### src/rtl/mem_port_arbiter.sv
// mem_port_arbiter
//
// Shares one single-port synchronous memory between the instruction-fetch
// requester and the data (push/pop) requester. At most one access is granted
// per cycle. Read data returns one cycle after the grant and is tagged to the
// requester that won. `stall` tells the PC path that fetch lost this cycle.
//
// Optional feature macro: ARB_FAIRNESS_EN
//   undefined : strict data priority, fetch may starve under continuous d_req
//   defined   : after MAX_DATA_STREAK data wins while fetch waits, fetch is
//               granted once and the streak restarts
//
// Ports
//   CLK, reset            clock; synchronous active-high reset
//   f_req/f_addr          fetch request and address
//   f_gnt                 fetch granted this cycle (combinational)
//   f_rvalid/f_rdata      fetch read return, one cycle after f_gnt
//   d_req/d_we/d_addr/d_wdata  data request (d_we=1 write, 0 read)
//   d_gnt                 data granted this cycle (combinational)
//   d_rvalid/d_rdata      data read return, one cycle after a read d_gnt
//   stall                 f_req & ~f_gnt, gates PC write enable
//   mem_en/mem_we/mem_addr/mem_wdata  memory command (winner mux)
//   mem_rdata             memory read data, valid the cycle after a read

module mem_port_arbiter #(
  parameter int unsigned ADDR_W          = 16,
  parameter int unsigned DATA_W          = 16,
  parameter int unsigned MAX_DATA_STREAK = 3
) (
  input  logic              CLK,
  input  logic              reset,

  input  logic              f_req,
  input  logic [ADDR_W-1:0] f_addr,
  output logic              f_gnt,
  output logic              f_rvalid,
  output logic [DATA_W-1:0] f_rdata,

  input  logic              d_req,
  input  logic              d_we,
  input  logic [ADDR_W-1:0] d_addr,
  input  logic [DATA_W-1:0] d_wdata,
  output logic              d_gnt,
  output logic              d_rvalid,
  output logic [DATA_W-1:0] d_rdata,

  output logic              stall,

  output logic              mem_en,
  output logic              mem_we,
  output logic [ADDR_W-1:0] mem_addr,
  output logic [DATA_W-1:0] mem_wdata,
  input  logic [DATA_W-1:0] mem_rdata
);

  // Who owns the read data arriving on mem_rdata this cycle.
  typedef enum logic [1:0] {
    OwnNone  = 2'd0,
    OwnFetch = 2'd1,
    OwnData  = 2'd2
  } owner_e;

  owner_e rd_owner_q, rd_owner_d;
  logic   fetch_force;

  // ---------------------------------------------------------------------------
  // Fairness streak counter
  // ---------------------------------------------------------------------------
`ifdef ARB_FAIRNESS_EN
  logic [3:0] streak_q, streak_d;

  assign fetch_force = (streak_q == 4'(MAX_DATA_STREAK));

  always_comb begin
    streak_d = streak_q;
    if (f_gnt || !f_req) begin
      streak_d = 4'd0;
    end else if (d_gnt && (streak_q != 4'hf)) begin
      // f_req is high here, so this counts a data win over a waiting fetch.
      streak_d = streak_q + 4'd1;
    end
  end

  always_ff @(posedge CLK) begin
    if (reset) begin
      streak_q <= 4'd0;
    end else begin
      streak_q <= streak_d;
    end
  end
`else
  assign fetch_force = 1'b0;
`endif

  // ---------------------------------------------------------------------------
  // Grant logic: data wins a collision unless fairness forces fetch.
  // ---------------------------------------------------------------------------
  always_comb begin
    f_gnt = 1'b0;
    d_gnt = 1'b0;
    if (!reset) begin
      if (d_req && !(f_req && fetch_force)) begin
        d_gnt = 1'b1;
      end else if (f_req) begin
        f_gnt = 1'b1;
      end
    end
  end

  assign stall = f_req & ~f_gnt & ~reset;

  // ---------------------------------------------------------------------------
  // Memory command mux; all-zero when idle.
  // ---------------------------------------------------------------------------
  always_comb begin
    mem_we    = 1'b0;
    mem_addr  = '0;
    mem_wdata = '0;
    if (f_gnt) begin
      mem_addr = f_addr;
    end else if (d_gnt) begin
      mem_we    = d_we;
      mem_addr  = d_addr;
      mem_wdata = d_wdata;
    end
  end

  assign mem_en = f_gnt | d_gnt;

  // ---------------------------------------------------------------------------
  // Read return tracking
  // ---------------------------------------------------------------------------
  always_comb begin
    rd_owner_d = OwnNone;
    if (f_gnt) begin
      rd_owner_d = OwnFetch;
    end else if (d_gnt && !d_we) begin
      rd_owner_d = OwnData;
    end
  end

  always_ff @(posedge CLK) begin
    if (reset) begin
      rd_owner_q <= OwnNone;
    end else begin
      rd_owner_q <= rd_owner_d;
    end
  end

  // Masking with reset drops a return whose grant was followed by reset.
  assign f_rvalid = (rd_owner_q == OwnFetch) & ~reset;
  assign d_rvalid = (rd_owner_q == OwnData) & ~reset;
  assign f_rdata  = mem_rdata;
  assign d_rdata  = mem_rdata;

  // ---------------------------------------------------------------------------
  // Sanity checks
  // ---------------------------------------------------------------------------
  always_ff @(posedge CLK) begin
    assert (MAX_DATA_STREAK >= 1 && MAX_DATA_STREAK <= 15);
    assert (!(f_gnt && d_gnt));
    assert (!(mem_we && f_gnt));
  end

endmodule

### config.mk
export PLATFORM = sky130hd
export DESIGN_NAME = mem_port_arbiter
export DESIGN_NICKNAME = d
export VERILOG_FILES = /design/src/rtl/mem_port_arbiter.sv
export SDC_FILE = /design/constraint.sdc
export NUM_CORES = 1
export LEC_CHECK = 0
export CAP_MARGIN = 15
export CORE_ASPECT_RATIO = 0.9
export CORE_UTILIZATION = 18
export DETAILED_ROUTE_END_ITERATION = 12
export GPL_ROUTABILITY_DRIVEN = 0
export PLACE_DENSITY = 0.79
export SYNTH_ARGS = -nofsm -noshare
export SYNTH_HDL_FRONTEND = slang
export SYNTH_SLANG_ARGS = --single-unit
### constraint.sdc
create_clock -name CLK -period 1 [get_ports CLK]
set_input_delay 0.1 -clock CLK [delete_from_list [all_inputs] [get_ports CLK]]
set_output_delay 0.1 -clock CLK [all_outputs]
set_load 0.005 [all_outputs]
**Word-level counts from Yosys, hierarchy flattened**

Cells that the tools add are included.

- Memories kept: 0
- Input bits: 69
- Word-level logic and storage cells: 27
- Latch bits: 0
- Output and inout bits: 71
- Register bits after elaboration: 2
- Memory bits (writable): 0
- Memory bits (read-only): 0

- Bitwise logic cells: 7
- Reductions and logical operators: 3
- $lt $le $gt $ge: 0
- Multiplexer cells: 13
- Div/mod/pow operators: 0
- Shift operators: 0
- $mul: 0
- Add/sub/neg operators: 0
- Equal/unequal tests: 2

Operator list:

| kind | count |
|---|---|
| $mux 16 | 4 |
| $mux 1 | 8 |
| $and 1x1->1 | 4 |
| $eq 2x1->1 const B | 1 |
| $eq 2x2->1 const B | 1 |
| $mux 2 | 1 |
| $not 1->1 | 2 |
| $reduce_or 2->1 | 1 |
| $logic_and 1x1->1 | 1 |
| $logic_not 1->1 | 1 |
| $or 1x1->1 | 1 |

**Longest topological paths before layout**

Gate-level depths: netlist of the first run.

- Depth after elaboration: 6
- Gate-level depth with buffers: 4
- Gate-level depth less buffers: 2

**Least setup slack after synthesis of the first run**

No wires, ideal clock.

- Kind: input to output
- From: input port d_req
- To: output port mem_addr[10]
- Data arrival time: 0.686 ns
- Buffers on the path: 2
- Data required time: 0.900 ns
- Slack: 0.214 ns
- Stages: 4
- Cells stage by stage: nor2b_2 > buf_6 > buf_6 > a32o_1

- Word-level cells in the longest chain between the ends: 4
- Elaborated cells between the ends (all ways): 6

Ends and longest elaborated chain:

| item | line | text |
|---|---|---|
| from (decl) | 39 | `input logic d_req,` |
| $mux 1 | 102 | `if (d_req && !(f_req && fetch_force)) begin` |
| $mux 1 | 101 | `if (!reset) begin` |
| $mux 16 | 121 | `end else if (d_gnt) begin` |
| $mux 16 (*) | 119 | `if (f_gnt) begin` |
| to (decl) | 51 | `output logic [ADDR_W-1:0] mem_addr,` |

Every way passes the cells marked *; elsewhere a longest branch is shown, timed or not.

**Worst setup path after layout of the first run**

- From: input port d_req
- To: output port mem_addr[7]

Same word-level chain as after synthesis.

==> metrics.cfg, run 1 <==
[sta]
tightest_slew_ns = 0.160
hold_viol_final = 0
period_minus_slack_ns = 1.04
rsz0062_at_grt = true
slew_violations = 0
finalSetupViolations = 14
slew_headroom_pct = 89.3
finalCritPeriodShare_pct = 104
fmax_mhz = 964
setup_slack_ns = -0.0377

[finish]
largest_register_ffs = 2
layout_common_cells = clkdlybuf4s50_1 (49), buf_2 (30), a32o_1 (16)
fillers = 363
syn2layout_area_growth_pct = 124
top_regs = rd_owner_q: 2 flops
regMostFlops = rd_owner_q
nets = 223
n_antenna_cell = 0
multi_input_area_um2 = 362
drive_above_1_share_pct = 42.1
fin_area_mm2 = 0.00149
final_common_cell = clkdlybuf4s50_1
seq_area_um2 = 40.0

[flow_run]
drv_cap = 0

[grt]
grt_pass1_vias = 819
gr-total-overflow = 0
grt_pass1_wl_mm = 3.86
grt_antenna_before_repair = 0
grt_start_max_net_pins = 18
grtUsageTotal_pct = 13.0

[run_status]
violations = setup timing
status = complete, but fails checks

[floorplan]
die_area_mm2 = 0.00394
fp.dieW_um = 66.0
initial_core_util_pct = 19.2
pin_count = 140
core_mm2 = 0.00345
die_h_um = 59.6
placementRows = 20

[place]
dp_hpwl_mm = 1.84
numPortBuffers = 91
placed_area_mm2 = 0.00141

[critical_path]
crit_path_end_kind = output pin
path_class = input pin to output pin
cp.arrival_ns = 0.94
path_max_fanout = 6
critPathMaxStageDelay_ns = 0.20
worstPathRequired_ns = 0.90
critPathLaunchType = input pin
crit_chain = buf_8 > nor2b_4 > buf_12 > buf_16 > a32o_1 > buf_2
crit_path_top_delay_cell = a32o_1

[cts]
cts_tree = yes
root_buffer = clkbuf_8
clock-sinks = 2
clockBufferDepth = 2
h-tree-depth = 1
cts_buffers = 3

[power_and_ir_drop]
internal_power_mw = 0.715
swShare_pct = 23.2
pwr-share-seq_pct = 9.2
irDropWorstVdd_uv = 250
fin_total_pwr_mw = 0.932
p_comb_share_pct = 57.1
cellPowerDensity_mw_per_mm2 = 627
power.switching_mw = 0.216
leakagePower_nw = 0.683
power_frac_clock_pct = 33.7

[yosys]
synth_top_area_cell = buf_4
synth_nets = 153
ys_seq_area_share_pct = 6.03
synth-seq-cells = 2
postSynthCellCount = 84
yosysTopAreaCellShare_pct = 38.4
avgSynthCellArea_um2 = 7.91
yosys_warnings = 0
yosysUniqueCellTypes = 12
netlist_area_um2 = 664
ys_top_cells_by_area = buf_4 (38%), a32o_1 (24%), and2_1 (19%)

[worst_hold_path]
hold_path_class = input pin to output pin

[routing]
ant_nets = 0
drt_iter0_markers = 23
routed-via-count = 838
via_per_inst = 4.28
routedWlPerCell_um = 13.6
drc = 0
wl_mm = 2.66
first_pass_iters = 4

[per-stage QoR]
stage | setup WS [ns] | util, % | std cells | setup TNS [ns] | hold slack [ns]
after detailed placement | -0.819 | 40.8 | 186 | -30.52 | 0.200
after global placement | -0.805 | 40.8 | 186 | -30.13 | 0.200
after floorplan | 0.214 | - | 84 | 0 | 0.172
final | -0.0377 | 43.0 | 196 | -0.416 | 0.200
after global routing | -0.0788 | 43.0 | 196 | -0.839 | 0.200
after CTS | -0.0723 | 42.8 | 197 | -0.537 | 0.200
[path summary, 6_finish.rpt]
check     startpoint     endpoint  slack, ns  cells after the start
max            d_req  mem_addr[7]      -0.04                      6
min    mem_rdata[14]  d_rdata[14]       0.20                      0
[what timing repair did]
action,CTS,global route
endpoints found under the setup margin,40,25
pin swaps,2,5
setup buffers,4,0
hold buffers,0,0
gates cloned,4,0
gates resized for setup,175,10
[worst max-delay path, delay by kind of cell]
family,cells,cell delay [ns]
buffers and inverters,4,0.49
AO/OA/AOI/OAI,1,0.20
AND/OR/NAND/NOR,1,0.14
[synth_stat cells]
cell      count
a32o_1       16
and2_1       20
buf_2         1
buf_4        34
buf_6         2
clkbuf_1      2
dfxtp_1       2
nor2_1        2
nor2_4        1
nor2b_1       1
nor2b_2       1
nor3b_1       2
[cell type report]
class                   instances  area share (%)
flip-flops and latches          2            2.69
multi-input cells              43            24.3
repair buffers                104            66.5
clock buffers                   3            2.78
well taps                      44            3.70
[power groups by stage]
stage          registers [mW]  clock network [mW]  logic, mW
6_report               0.0857               0.314      0.532
5_1_grt                0.0862               0.325      0.573
4_1_cts                0.0857               0.321      0.535
3_5_place_dp           0.0861                   0      0.508
3_3_place_gp           0.0858                   0      0.504
2_1_floorplan          0.0857                   0      0.230
[cells by family after synthesis]
group / Yosys count / synth area share (%)
AND/OR/NAND/NOR: 27 / 26.2
buffers and inverters: 39 / 43.7
flip-flops: 2 / 6.03
AO/OA/AOI/OAI: 16 / 24.1
[per-layer routing]
layer	wire length, µm	global-route usage, %	vias up
li1	-	-	406
met4	19	4.86	0
met1	1040	15.2	368
met3	326	3.85	6
met2	1280	22.3	58
met5	0	0	-
No activity file was read; power rests on OpenSTA's default activity.
==> inputs of run 2 (changes only) <==
CORE_UTILIZATION = 17   (was 18)
clock period = 0.8 ns   (was 1 ns; I/O delays follow)
==> metrics.cfg, run 2 (same netlist as run 1, synthesis figures left out) <==
[finish]
layout_common_cells = clkdlybuf4s50_1 (49), buf_6 (40), buf_2 (22)
multi_input_area_um2 = 393
largest_register_ffs = 2
nets = 245
drive_above_1_share_pct = 59.8
regMostFlops = rd_owner_q
final_common_cell = clkdlybuf4s50_1
syn2layout_area_growth_pct = 166
fillers = 355
seq_area_um2 = 42.5
n_antenna_cell = 0
top_regs = rd_owner_q: 2 flops

[floorplan]
die_h_um = 61.3
fp.dieW_um = 67.9
pin_count = 140
placementRows = 21
die_area_mm2 = 0.00416
core_mm2 = 0.00373
initial_core_util_pct = 17.8

[critical_path]
worstPathRequired_ns = 0.72
endpoint = mem_addr[13]
path_max_fanout = 5
startpoint = d_req
path_class = input pin to output pin
crit_path_end_kind = output pin
cp.arrival_ns = 0.96
critPathLaunchType = input pin

[power_and_ir_drop]
pwr-share-seq_pct = 8.2
swShare_pct = 24.1
irDropWorstVdd_uv = 479
leakagePower_nw = 0.827
cellPowerDensity_mw_per_mm2 = 750
p_comb_share_pct = 62.3
power.switching_mw = 0.319
internal_power_mw = 1.00
power_frac_clock_pct = 29.5

[grt]
grt_pass1_wl_mm = 4.64
gr-total-overflow = 0
grtUsageTotal_pct = 15.5
grt_pass1_vias = 946
grt_antenna_before_repair = 0
grt_start_max_net_pins = 11

[routing]
wl_mm = 3.59
routed-via-count = 968
routedWlPerCell_um = 16.3
via_per_inst = 4.40
ant_nets = 0
drt_iter0_markers = 11
drc = 0
first_pass_iters = 6

[place]
dpl_worst_slack_ns = -0.910
numPortBuffers = 91
dp_hpwl_mm = 2.13

[run_status]
status = complete, but fails checks
violations = setup timing

[cts]
cts_buffers = 3
cts_tree = yes
h-tree-depth = 1
clockBufferDepth = 2
hold_buffers = 0
root_buffer = clkbuf_8
clock-sinks = 2

[sta]
fmax_mhz = 959
finalCritPeriodShare_pct = 130
slew_violations = 0
rsz0062_at_grt = true
setup_tns_ns = -6.01
setup_slack_ns = -0.242
slew_headroom_pct = 84.8
period_minus_slack_ns = 1.04
finalSetupViolations = 37
tightest_slew_ns = 0.227
hold_viol_final = 0

[flow_run]
drv_cap = 0

[worst_hold_path]
hold_path_class = input pin to output pin
min-delay-start = mem_rdata[14]

run 2: changes by cell type in the layout (fill, tap and decap cells not counted), sizes merged:
cell         previous run  this run
dlygate4sd2             3         0
buf                    50        75
run 2: layout make-up:
type | instances | share of cell area, %
multi-input combinational | 43 | 22.3
sequential | 2 | 2.41
tap | 46 | 3.26
timing repair buffer | 126 | 69.7
clock buffer | 3 | 2.34
run 2: power groups by stage:
stage	logic, mW	clock network, mW	registers [mW]
floorplan	0.287	0	0.107
global placement	0.635	0	0.107
detailed placement	0.640	0	0.108
CTS	0.816	0.394	0.108
global route	0.877	0.416	0.108
finish	0.825	0.391	0.108
run 2: worst max-delay path: stages:
cell and delay (ns):
buf_6 0.09, nor2b_4 0.15, buf_6 0.12, buf_6 0.11, buf_6 0.10, a32o_1 0.18
buf_2 0.12
run 2: what timing repair did:
action	4_1_cts	5_1_grt
pin swaps	26	12
cloned	6	0
endpoints found under the setup margin	41	38
resized for setup	216	18
setup buffers	22	2
run 2: worst min path at each step:
| stage | to | slack (ns) | cells past startpoint |
|---|---|---|---|
| 4_1_cts | d_rdata[0] | 0.16 | 0 |
| 3_5_place_dp | d_rdata[0] | 0.16 | 0 |
| 3_3_place_gp | d_rdata[0] | 0.16 | 0 |
| 2_1_floorplan | rd_owner_q[1]$_SDFF_PP0_ | 0.15 | 1 |
| 6_report | d_rdata[14] | 0.16 | 0 |
| 5_1_grt | f_rdata[14] | 0.16 | 0 |
run 2: routing by layer:
metal,vias up,global-route usage (%),wire length [µm]
met2,76,28.9,1790
met5,-,0,0
li1,446,-,-
met4,0,7.44,79
met3,8,5.37,491
met1,438,15.6,1220
run 2: per-stage QoR:
| stage | cells | hold slack [ns] | area, µm² | total power [mW] | utilization (%) |
|---|---|---|---|---|---|
| after floorplan | 84 | 0.152 | 664 | 0.395 | - |
| after global placement | 190 | 0.160 | 1420 | 0.742 | 37.9 |
| after detailed placement | 190 | 0.160 | 1420 | 0.748 | 37.9 |
| after CTS | 221 | 0.160 | 1750 | 1.32 | 47.0 |
| after global routing | 220 | 0.160 | 1760 | 1.40 | 47.3 |
| final | 220 | 0.160 | 1760 | 1.32 | 47.3 |
